--- config.mk ---
export PLATFORM = sky130hd
export DESIGN_NAME = h2c_marker_ctrl
export DESIGN_NICKNAME = d
export VERILOG_FILES = /design/src/rtl/h2c_marker_ctrl.sv
export SDC_FILE = /design/constraint.sdc
export NUM_CORES = 1
export LEC_CHECK = 0
export ABC_AREA = 1
export CORE_MARGIN = 1
export CORE_UTILIZATION = 56
export CTS_CLUSTER_SIZE = 30
export DETAILED_ROUTE_END_ITERATION = 6
export DONT_BUFFER_PORTS = 1
export PLACE_DENSITY = 0.75
export SKIP_CTS_REPAIR_TIMING = 1
export SYNTH_ARGS = -nofsm -noshare
export SYNTH_HDL_FRONTEND = slang
export SYNTH_SLANG_ARGS = --single-unit
export TNS_END_PERCENT = 5
--- constraint.sdc ---
create_clock -name axi_aclk -period 1.8 [get_ports axi_aclk]
set_clock_uncertainty 0.1 [all_clocks]
set_input_delay 0.09 -clock axi_aclk [delete_from_list [all_inputs] [get_ports axi_aclk]]
set_output_delay 0.09 -clock axi_aclk [all_outputs]
set_load 0.02 [all_outputs]
--- src/rtl/h2c_marker_ctrl.sv ---
// H2C marker sequencer: one MM or ST marker request per command, then waits
// for the matching response and reports done/timeout/latency.
module h2c_marker_ctrl #(
  parameter int unsigned TO_W    = 16,
  parameter int unsigned TIMEOUT = 16'hFFFF
) (
  input  logic            axi_aclk,
  input  logic            axi_aresetn,
  input  logic            cmd_vld,
  input  logic            cmd_st_mm,
  output logic            cmd_rdy,
  output logic            h2c_mm_marker_req,
  output logic            h2c_st_marker_req,
  input  logic            h2c_byp_in_mm_rdy,
  input  logic            h2c_byp_in_st_rdy,
  input  logic            h2c_mm_marker_rsp,
  input  logic            h2c_st_marker_rsp,
  output logic            busy,
  output logic            done,
  output logic            timeout,
  output logic [TO_W-1:0] last_latency,
  output logic            stray_rsp
);

  typedef enum logic [1:0] {
    IDLE,
    REQ,
    WAIT_RSP,
    FIN
  } state_e;

  localparam logic [TO_W-1:0] CNT_MAX = '1;
  localparam logic [TO_W-1:0] CNT_ONE = {{(TO_W-1){1'b0}}, 1'b1};
  localparam logic [TO_W-1:0] TO_LAST = TO_W'(TIMEOUT - 1);

  state_e          state_q, state_d;
  logic            sel_mm_q, sel_mm_d;
  logic [TO_W-1:0] cnt_q, cnt_d, cnt_inc;
  logic            cmd_rdy_q, cmd_rdy_d;
  logic            mm_req_q, mm_req_d;
  logic            st_req_q, st_req_d;
  logic            busy_q, busy_d;
  logic            done_q, done_d;
  logic            to_q, to_d;
  logic [TO_W-1:0] lat_q, lat_d;
  logic            stray_q, stray_d;
  logic            rsp_sel, rdy_sel, to_hit, stray_hit;

  always_comb begin
    rsp_sel = sel_mm_q ? h2c_mm_marker_rsp : h2c_st_marker_rsp;
    rdy_sel = sel_mm_q ? h2c_byp_in_mm_rdy : h2c_byp_in_st_rdy;
    to_hit  = (cnt_q == TO_LAST);
    cnt_inc = (cnt_q == CNT_MAX) ? cnt_q : cnt_q + CNT_ONE;
    // Only the selected response while waiting is expected; all else is stray.
    if (state_q == WAIT_RSP) begin
      stray_hit = sel_mm_q ? h2c_st_marker_rsp : h2c_mm_marker_rsp;
    end else begin
      stray_hit = h2c_mm_marker_rsp | h2c_st_marker_rsp;
    end
  end

  always_comb begin
    state_d  = state_q;
    sel_mm_d = sel_mm_q;
    cnt_d    = cnt_q;
    mm_req_d = 1'b0;
    st_req_d = 1'b0;
    done_d   = 1'b0;
    to_d     = 1'b0;
    lat_d    = lat_q;
    stray_d  = stray_q | stray_hit;
    unique case (state_q)
      IDLE: begin
        if (cmd_vld && cmd_rdy_q) begin
          state_d  = REQ;
          sel_mm_d = cmd_st_mm;
          cnt_d    = '0;
          mm_req_d = cmd_st_mm;
          st_req_d = ~cmd_st_mm;
        end
      end
      REQ: begin
        cnt_d = cnt_inc;
        if (to_hit) begin
          state_d = FIN;
          to_d    = 1'b1;
        end else if (rdy_sel) begin
          state_d = WAIT_RSP;
        end else begin
          mm_req_d = sel_mm_q;
          st_req_d = ~sel_mm_q;
        end
      end
      WAIT_RSP: begin
        cnt_d = cnt_inc;
        if (rsp_sel) begin
          state_d = FIN;
          done_d  = 1'b1;
          lat_d   = cnt_q + CNT_ONE;
        end else if (to_hit) begin
          state_d = FIN;
          to_d    = 1'b1;
        end
      end
      FIN: begin
        state_d = IDLE;
      end
      default: begin
        state_d = IDLE;
      end
    endcase
    cmd_rdy_d = (state_d == IDLE);
    busy_d    = (state_d != IDLE);
  end

  always_ff @(posedge axi_aclk or negedge axi_aresetn) begin
    if (!axi_aresetn) begin
      state_q   <= IDLE;
      sel_mm_q  <= 1'b0;
      cnt_q     <= '0;
      cmd_rdy_q <= 1'b0;
      mm_req_q  <= 1'b0;
      st_req_q  <= 1'b0;
      busy_q    <= 1'b0;
      done_q    <= 1'b0;
      to_q      <= 1'b0;
      lat_q     <= '0;
      stray_q   <= 1'b0;
    end else begin
      state_q   <= state_d;
      sel_mm_q  <= sel_mm_d;
      cnt_q     <= cnt_d;
      cmd_rdy_q <= cmd_rdy_d;
      mm_req_q  <= mm_req_d;
      st_req_q  <= st_req_d;
      busy_q    <= busy_d;
      done_q    <= done_d;
      to_q      <= to_d;
      lat_q     <= lat_d;
      stray_q   <= stray_d;
    end
  end

  assign cmd_rdy           = cmd_rdy_q;
  assign h2c_mm_marker_req = mm_req_q;
  assign h2c_st_marker_req = st_req_q;
  assign busy              = busy_q;
  assign done              = done_q;
  assign timeout           = to_q;
  assign last_latency      = lat_q;
  assign stray_rsp         = stray_q;

endmodule

# Word level (Yosys, flattened, before mapping)
# Index checks and enable logic that the tools add are counted.
[totals]
reg_bits = 42
in_bits = 8
out_inout_bits = 23
word_cells = 58
[classes]
bitwise_logic = 4
reduce_logical = 9
eq_ne = 7
n_addsub = 1
n_mux = 26
[op_table]
columns = ["op", "n"]
rows = [
  ["equality test 16 bit, second input constant", 2],
  ["two-way mux 16 bit", 2],
  ["one-hot mux 16 bit (2 select lines)", 1],
  ["adder 16 x 1 -> 16 bit, second input constant", 1],
  ["two-way mux 1 bit", 14],
  ["two-way mux 2 bit", 5],
  ["one-hot mux 2 bit (4 select lines)", 1],
  ["one-hot mux 1 bit (2 select lines)", 3],
  ["equality test 2 bit, second input constant", 2],
  ["zero test 2 bit", 2],
  ["inequality test 2 bit, second input constant", 2],
  ["AND reduction 2 bit", 2],
  ["nonzero test 2 bit", 2],
  ["AND reduction 3 bit", 1],
  ["equality test 2 x 1 -> 1 bit, second input constant", 1],
  ["inverter 1 bit", 2],
  ["OR 1 bit", 2],
  ["OR reduction 2 bit", 1],
  ["logical AND 1 bit", 1],
]

# Logic depth before layout (Yosys ltp)
# Gate-level depths: netlist (run 1).
[logic_depth]
word_depth = 5
ltp_mapped = 9
ltp_nobuf = 9

# Worst setup path after synthesis (run 1)
# No wires, ideal clock.
[synth_path]
kind = "register to register"
from = "reg state_q[1]"
to = "reg cnt_q[15]"
synth_period_minus_slack_ps = 1659
setup_ps = 118
path_stages_with_launch = 9
required_ps = 1582
setup_slack_ps = 141
path_buffers = 1
arrival_ps = 1441
path_cell_list = "dfrtp_1 inv_1 ha_1 clkbuf_8 nand3_1 o21ai_4 inv_1 nand3_1 nand2_1"
[synth_between]
elab_chain_len = 4
word_cells_on_any_way = 9
cone_classes = "eq/ne: 4; mux: 1; reduce/logical: 4"
[synth_lines]
columns = ["item", "line_no", "text"]
rows = [
  ["start: declaration", "36", "state_e state_q, state_d;"],
  ["start signal: assignment", "130", "state_q <= state_d;"],
  ["equality test 2 bit / equality test 2 x 1 -> 1 bit (equally long branches)", "72", "unique case (state_q)"],
  ["OR reduction 2 bit (no line)", "--", ""],
  ["inequality test 2 bit (no line) / nonzero test 2 bit (equally long branches)", "--", ""],
  ["AND reduction 3 bit (no line)", "--", ""],
  ["end signal: assignment", "132", "cnt_q <= cnt_d;"],
  ["end: declaration", "38", "logic [TO_W-1:0] cnt_q, cnt_d, cnt_inc;"],
]
# Several ways; a longest one is shown, not always the timed one.
# A chain may end at the register's enable or synchronous reset.

# Worst setup path in the final report (run 1)
[layout_path]
from = "reg cnt_q[0]"
to = "reg cnt_q[4]"
[layout_between]
elab_chain_len = 3
word_cells_on_any_way = 6
cone_classes = "add/sub: 1; eq/ne: 2; mux: 2; reduce/logical: 1"
[layout_lines]
columns = ["item", "line_no", "text"]
rows = [
  ["adder 16 x 1 -> 16 bit / equality test 16 bit (equally long branches)", "53", "cnt_inc = (cnt_q == CNT_MAX) ? cnt_q : cnt_q + CNT_ONE;"],
  ["two-way mux 16 bit / inequality test 2 bit (equally long branches)", "--", ""],
  ["one-hot mux 16 bit (2 select lines) / AND reduction 3 bit (equally long branches)", "--", ""],
]
# Several ways; a longest one is shown, not always the timed one. The select of a mux whose other input is x is not followed.

==> results of run 1 <==
==> worst max-delay path, stage by stage (launching register included) <==
cell and delay, ps:
dfrtp_1 400, ha_1 250, inv_1 70, nor2_2 140
nand2_2 100, o21ai_4 190, buf_4 210, nand2_1 80
o21ai_2 60
==> state kept, by name (all words and copies together), names as in the netlist <==
| name | flops |
|---|---|
| h2c_st_marker_req | 1 |
| h2c_mm_marker_req | 1 |
| timeout | 1 |
| state_q | 2 |
| last_latency | 16 |
| sel_mm_q | 1 |
| busy | 1 |
| cmd_rdy | 1 |
| done | 1 |
| stray_rsp | 1 |
| cnt_q | 16 |
==> power by group through the flow <==
stage | combinational (mW) | clock, mW | sequential (mW)
6_report | 1.13 | 0.625 | 1.39
5_1_grt | 1.26 | 0.670 | 1.42
4_1_cts | 1.07 | 0.632 | 1.39
3_5_place_dp | 1.06 | 0 | 1.41
3_3_place_gp | 1.03 | 0 | 1.40
2_1_floorplan | 0.847 | 0 | 1.39
==> cells in the final DEF (no fill, tap or decap), types with 3 or more instances in the layout <==
cell and instances:
a31oi_1 4, buf_4 8, clkbuf_8 6, dfrtp_1 42
dlygate4sd3_1 7, ha_1 6, inv_1 24, nand2_1 112
nand3_1 19, nand4_1 6, nor2_1 22, o21ai_0 13
o21ai_2 4, xnor2_1 6, xor2_1 3
==> cell families after synthesis <==
logic type | after synthesis | synth area share (%)
AO/OA/AOI/OAI | 25 | 7.29
buffers and inverters | 31 | 6.54
flip-flops | 42 | 48.2
adder cells (fa/ha/maj) | 6 | 3.44
AND/OR/NAND/NOR | 166 | 30.9
XOR/XNOR | 9 | 3.62
==> worst max path at each step <==
stage,startpoint,end,cells after the start
floorplan,state_q[1]$_DFF_PN0_,cnt_q[15]$_DFFE_PN0P_,8
global placement,cnt_q[0]$_DFFE_PN0P_,cnt_q[11]$_DFFE_PN0P_,7
detailed placement,cnt_q[0]$_DFFE_PN0P_,cnt_q[8]$_DFFE_PN0P_,7
CTS,cnt_q[0]$_DFFE_PN0P_,cnt_q[8]$_DFFE_PN0P_,7
global route,cnt_q[0]$_DFFE_PN0P_,cnt_q[15]$_DFFE_PN0P_,8
finish,cnt_q[0]$_DFFE_PN0P_,cnt_q[4]$_DFFE_PN0P_,8
==> area by class of cell <==
cell class	instances	area, um2	area share, %
clock buffers	7	86.3	3.52
well taps	48	60.1	2.45
clock inverters	1	5.00	0.204
inverters	25	93.8	3.82
multi-input cells	206	991	40.3
flip-flops and latches	42	1050	42.8
repair buffers	17	169	6.88
==> metal layers <==
| metal | vias up | track usage [%] | wire (um) |
|---|---|---|---|
| li1 | 921 | - | - |
| met1 | 841 | 30.1 | 2170 |
| met2 | 61 | 38.6 | 2130 |
| met3 | 11 | 6.79 | 248 |
| met4 | 0 | 9.44 | 78 |
| met5 | - | 0 | 0 |
==> run summary, run 1 <==
Syn Inst Count: 279
Total Wirelength: 4.63 mm
placed wire-length estimate: 3.12 mm
Reg power frac: 44.1%
r2r setup slk: 120 ps
startpoint types: flop
Iteration-0 DRC Markers: 147
Post-DP Area: 2260 um2
layout net count: 311
post-synth top area cell: dfrtp_1
die area: 4150 um2
1st-pass router iterations: 4
Die X: 64.4 um
number of antenna violations at the first check in global routing: 0
slew margin rel.: 76.3%
Clock Power Share: 19.8%
DRC viols: 0
Min-Delay Endpoint: timeout$_DFF_PN0_
Final Util: 66.6%
Hold Vio Cnt, Final: 0
CTS Sinks: 42
number of enable flip-flop cells after synthesis: 0
VDD IR-drop max: 1400 uV
clock buffer depth: 2
status: finished, final reports clean
CP max FO: 9
DP Worst Slack: 91.0 ps
Sw Pwr: 1.34 mW
Final Wtd Congestion: 0.882
hold_sp: h2c_st_marker_rsp
Seq/Total Area, Yosys: 48.2%
Reg2Reg Depth: 8
worst-skew pair later-pin latency: 290 ps
PortBufs: 0
Mean Syn Cell Area: 7.81 um2
largest net degree at the start of global routing: 43
max_cap viols: 0
CTS tree: built
reg2reg end: cnt_q[4]$_DFFE_PN0P_
final setup fails: 0
Cell Pwr Density: 1280 nW/um2
fin. max-slew vios: 0
clock root cell: clkbuf_8
Crit Path Category: reg2reg
vias in the first global route: 1773
Final Non-Filler Cells: 346
dpl cells: 330
cell area after layout: 2460 um2
wire length per cell: 13.4 um
die height: 64.4 um
final hold slack: 85.6 ps
Int Power: 1.81 mW
Worst Setup End Kind: flop
filler cell count: 316
count leader, synth: nand2_1
ys async rst share: 100%
Netlist cell types: 25
Detail Route Antenna Nets: 0
Total GRT Usage: 23.9%
Setup WS post-layout: 121 ps
area share of the largest cell type after synthesis: 48.2%
initial core utilization: 59.1%
Synth top cells by count: 112 x nand2_1, 42 x dfrtp_1, 24 x inv_1, 24 x nor2_1, 19 x nand3_1
Synth Register Bits: 42
Synth Flop Type: dfrtp_1
Ports: 31
layout cells sized above 1: 8.39%
H-tree Lvls: 2
Mapped Area: 2180 um2
first-pass GRT wire length: 7.59 mm
worst hold path class: in2reg
Clock Pin Slew Worst Setup and Hold Paths: 80 ps
via count: 1834
switch share: 42.7%
Mapped Nets: 293
synth top area cells: dfrtp_1 48%, nand2_1 19%, nand3_1 4.4%
Tcrit/Tclk final: 93.3%
arrival time at the worst endpoint: 1800 ps
setup TNS: 0 ps
synth warn: 0
start of the worst register-to-register path: cnt_q[0]$_DFFE_PN0P_
post-layout minimum cycle time: 1680 ps
grt ovf: 0
num rows: 22
fmax: 0.596 GHz
Via density: 5.30
combinational share of power: 36.0%
ant diodes: 0
cts bufs inserted: 5
CP Data Required Time: 1920 ps
Pleak: 1.24 nW
Syn-to-layout area delta: 12.7%
worst-margin pin slew: 355 ps
Tot Pwr: 3.15 mW
hold path depth: 5
core area: 3690 um2
Power figures use the tool's default switching activity.
==> run 2: changes to the inputs <==
Settings changed: ABC_AREA 1 to not set.
==> run 2 against run 1 <==
The run now ends with setup timing left. Global-route usage increased by 4.9 points. Via count increased by 16%. Clock-buffer cell count decreased by 1. Combinational power increased by 60%. Wire length increased by 36%. Setup slack got worse by 200 ps. Core utilization increased by 12 points. Non-clock buffer count increased by 37. Critical path type unchanged. Critical endpoint is now cnt_q[10]$_DFFE_PN0P_. Highest routed layer unchanged.
==> run summary, run 2 <==
Worst Setup End Kind: flop
final setup fails: 6 (+6)
DRC viols: 0 (unchanged)
Setup WS post-layout: -79.4 ps (-201 ps)
Syn Inst Count: 238 (-15%)
CP bufs+invs: 0 (-2)
Iteration-0 DRC Markers: 190 (+29%)
final hold slack: 28.2 ps (-57.4 ps)
start of the worst register-to-register path: cnt_q[1]$_DFFE_PN0P_
worst-skew pair later-pin latency: 300 ps (about the same)
r2r setup slk: -80 ps (-200 ps)
Synth Register Bits: 42 (unchanged)
clock root cell: clkbuf_8
largest family of logic cells by synthesized area: compound AO/OA/AOI/OAI gates
max incr delay on CP: 440 ps (+40 ps)
die area: 4300 um2 (+3.8%)
count leader, synth: dfrtp_1
worst-margin pin slew: 390 ps (+35.8 ps)
vias in the first global route: 1972 (+11%)
most common cell after layout, fill and taps aside: buf_4
Synth Area in Adders: 3.31% (-0.13 points)
CP Cell Sequence: ha_4 > nand4_1 > or3_4 > or4_1 > nand3_1
hold path depth: 3 (-2)
placed wire-length estimate: 3.94 mm (+26%)
Ports: 31 (unchanged)
1st-pass router iterations: 5 (+1)
CP max FO: 4 (-5)
H-tree Lvls: 2 (unchanged)
Hold Vio Cnt, Final: 0 (unchanged)
largest net degree at the start of global routing: 43 (unchanged)
first-pass GRT wire length: 9.11 mm (+20%)
RSZ-0062 raised after global routing: yes
startpoint types: flop
area share of the largest cell type after synthesis: 46.4% (-1.8 points)
filler cell count: 226 (-28%)
initial core utilization: 60.1% (+1.0 points)
slew margin rel.: 73.8% (-2.5 points)
CTS tree: built
Netlist cell types: 50 (+100%)
layout cells sized above 1: 31.8% (+23 points)
die height: 65.6 um (+1.9%)
Seq/Total Area, Yosys: 46.4% (-1.8 points)
Synth top cells by count: 42 x dfrtp_1, 32 x nand2_1, 16 x o21ai_0
max_cap viols: 0 (unchanged)
Via density: 6.43 (+21%)
Worst path slowest cell: or3_4
reg2reg end: cnt_q[10]$_DFFE_PN0P_
synth top area cells: dfrtp_1 46%, nand2_1 5.3%, o21ai_0 3.5%
failing checks: setup timing
clock buffer depth: 2 (unchanged)
grt ovf: 0 (unchanged)
Pleak: 1.29 nW (+3.9%)
num rows: 22 (unchanged)
Post-Synth Simple-Gate Area: 19.5% (-11 points)
Final Non-Filler Cells: 331 (-4.3%)
Mean Syn Cell Area: 9.52 um2 (+22%)
dpl cells: 315 (-4.5%)
hold_sp: cmd_vld
post-layout minimum cycle time: 1880 ps (+201 ps)
post-synth top area cell: dfrtp_1
worst hold path class: in2reg
number of enable flip-flop cells after synthesis: 0 (unchanged)
cts bufs inserted: 5 (unchanged)
core area: 3770 um2 (+2.2%)
fin. max-slew vios: 0 (unchanged)
CP Data Required Time: 1940 ps (+20 ps)
Total Wirelength: 6.29 mm (+36%)
Tcrit/Tclk final: 104% (+11 points)
synth warn: 0 (unchanged)
Die X: 65.6 um (+1.9%)
Tot Pwr: 4.00 mW (+27%)
Detail Route Antenna Nets: 0 (unchanged)
status: complete, but fails checks
number of antenna violations at the first check in global routing: 0 (unchanged)
fmax: 0.532 GHz (-11%)
CTS Sinks: 42 (unchanged)
Reg2Reg Depth: 5 (-3)
Cell Pwr Density: 1360 nW/um2 (+5.7%)
layout net count: 297 (-4.5%)
post-synthesis mux area share: 1.38% (+1.4 points)
ys async rst share: 100% (unchanged)
Clock Pin Slew Worst Setup and Hold Paths: 80 ps (about the same)
Min-Delay Endpoint: state_q[1]$_DFF_PN0_
CP delay by family, top: simple AND/OR/NAND/NOR gates
Syn-to-layout area delta: 30.3%
PortBufs: 0 (unchanged)
via count: 2127 (+16%)
Synth Flop Type: dfrtp_1
VDD IR-drop max: 1100 uV (-22%)
Mapped Nets: 252 (-14%)
Compound-Gate Fraction of Synth Area: 20.7% (+13 points)
Total GRT Usage: 28.8% (+4.9 points)
setup TNS: -131 ps (-131 ps)
ant diodes: 0 (unchanged)
Final Wtd Congestion: 0.897 (+1.7%)
Synth Area in XOR/XNOR: 3.87% (+0.25 points)
commonest non-fill, non-tap cells in the layout: 46 x buf_4, 39 x dfrtp_1, 31 x nand2_1
Mapped Area: 2270 um2 (+4.0%)
arrival time at the worst endpoint: 2020 ps (+220 ps)
wire length per cell: 19.0 um (+42%)
Crit Path Category: reg2reg
-- run 2: report_power, final --
group          leakage, nW  switching [mW]  total, mW  internal [mW]
sequential           0.554           0.278       1.41           1.13
clock               0.0573           0.333      0.777          0.444
combinational        0.675            1.02       1.81          0.791
total                 1.29            1.63       4.00           2.37
-- run 2: kinds of logic after synthesis --
family                   after synthesis
flip-flops                            42
buffers and inverters                 25
adder cells (fa/ha/maj)                6
XOR/XNOR                              10
AND/OR/NAND/NOR                       83
AO/OA/AOI/OAI                         69
multiplexers                           3
-- run 2: stage by stage --
| step | setup slack, ps | instance area, um2 | utilization [%] |
|---|---|---|---|
| global placement | -66.5 | 2610 | 69.1 |
| floorplan | -64.0 | 2300 | - |
| finish | -79.4 | 2950 | 78.3 |
| detailed placement | -94.0 | 2610 | 69.1 |
| global route | -96.9 | 2950 | 78.3 |
| CTS | -169 | 2720 | 72.1 |
-- run 2: worst max path at each step --
stage	cells after the start	start	endpoint
floorplan	5	cnt_q[0]$_DFFE_PN0P_	cnt_q[10]$_DFFE_PN0P_
global placement	6	state_q[0]$_DFF_PN0_	cnt_q[4]$_DFFE_PN0P_
detailed placement	6	state_q[0]$_DFF_PN0_	cnt_q[4]$_DFFE_PN0P_
CTS	6	state_q[0]$_DFF_PN0_	cnt_q[4]$_DFFE_PN0P_
global route	5	cnt_q[1]$_DFFE_PN0P_	cnt_q[10]$_DFFE_PN0P_
finish	5	cnt_q[1]$_DFFE_PN0P_	cnt_q[10]$_DFFE_PN0P_
-- run 2: metal layers --
layer | up-vias | GRT usage [%] | routed length, um
met5 | - | 0 | 0
met4 | 0 | 13.6 | 141
met3 | 15 | 5.90 | 470
met2 | 123 | 45.7 | 3200
met1 | 1032 | 37.3 | 2470
li1 | 957 | - | -
-- run 2: worst min-delay path, delay by kind of cell --
| kind | cells | cell delay, ps |
|---|---|---|
| AOI/OAI and AO/OA | 3 | 300 |
-- run 2: final cells by class --
cell class	count	area (um2)	area share, %
inverters	9	33.8	1.14
repair buffers	54	443	15.0
well taps	48	60.1	2.03
clock buffers	6	82.6	2.80
flip-flops and latches	42	1050	35.7
multi-input cells	171	1250	42.3
clock inverters	1	30.0	1.02
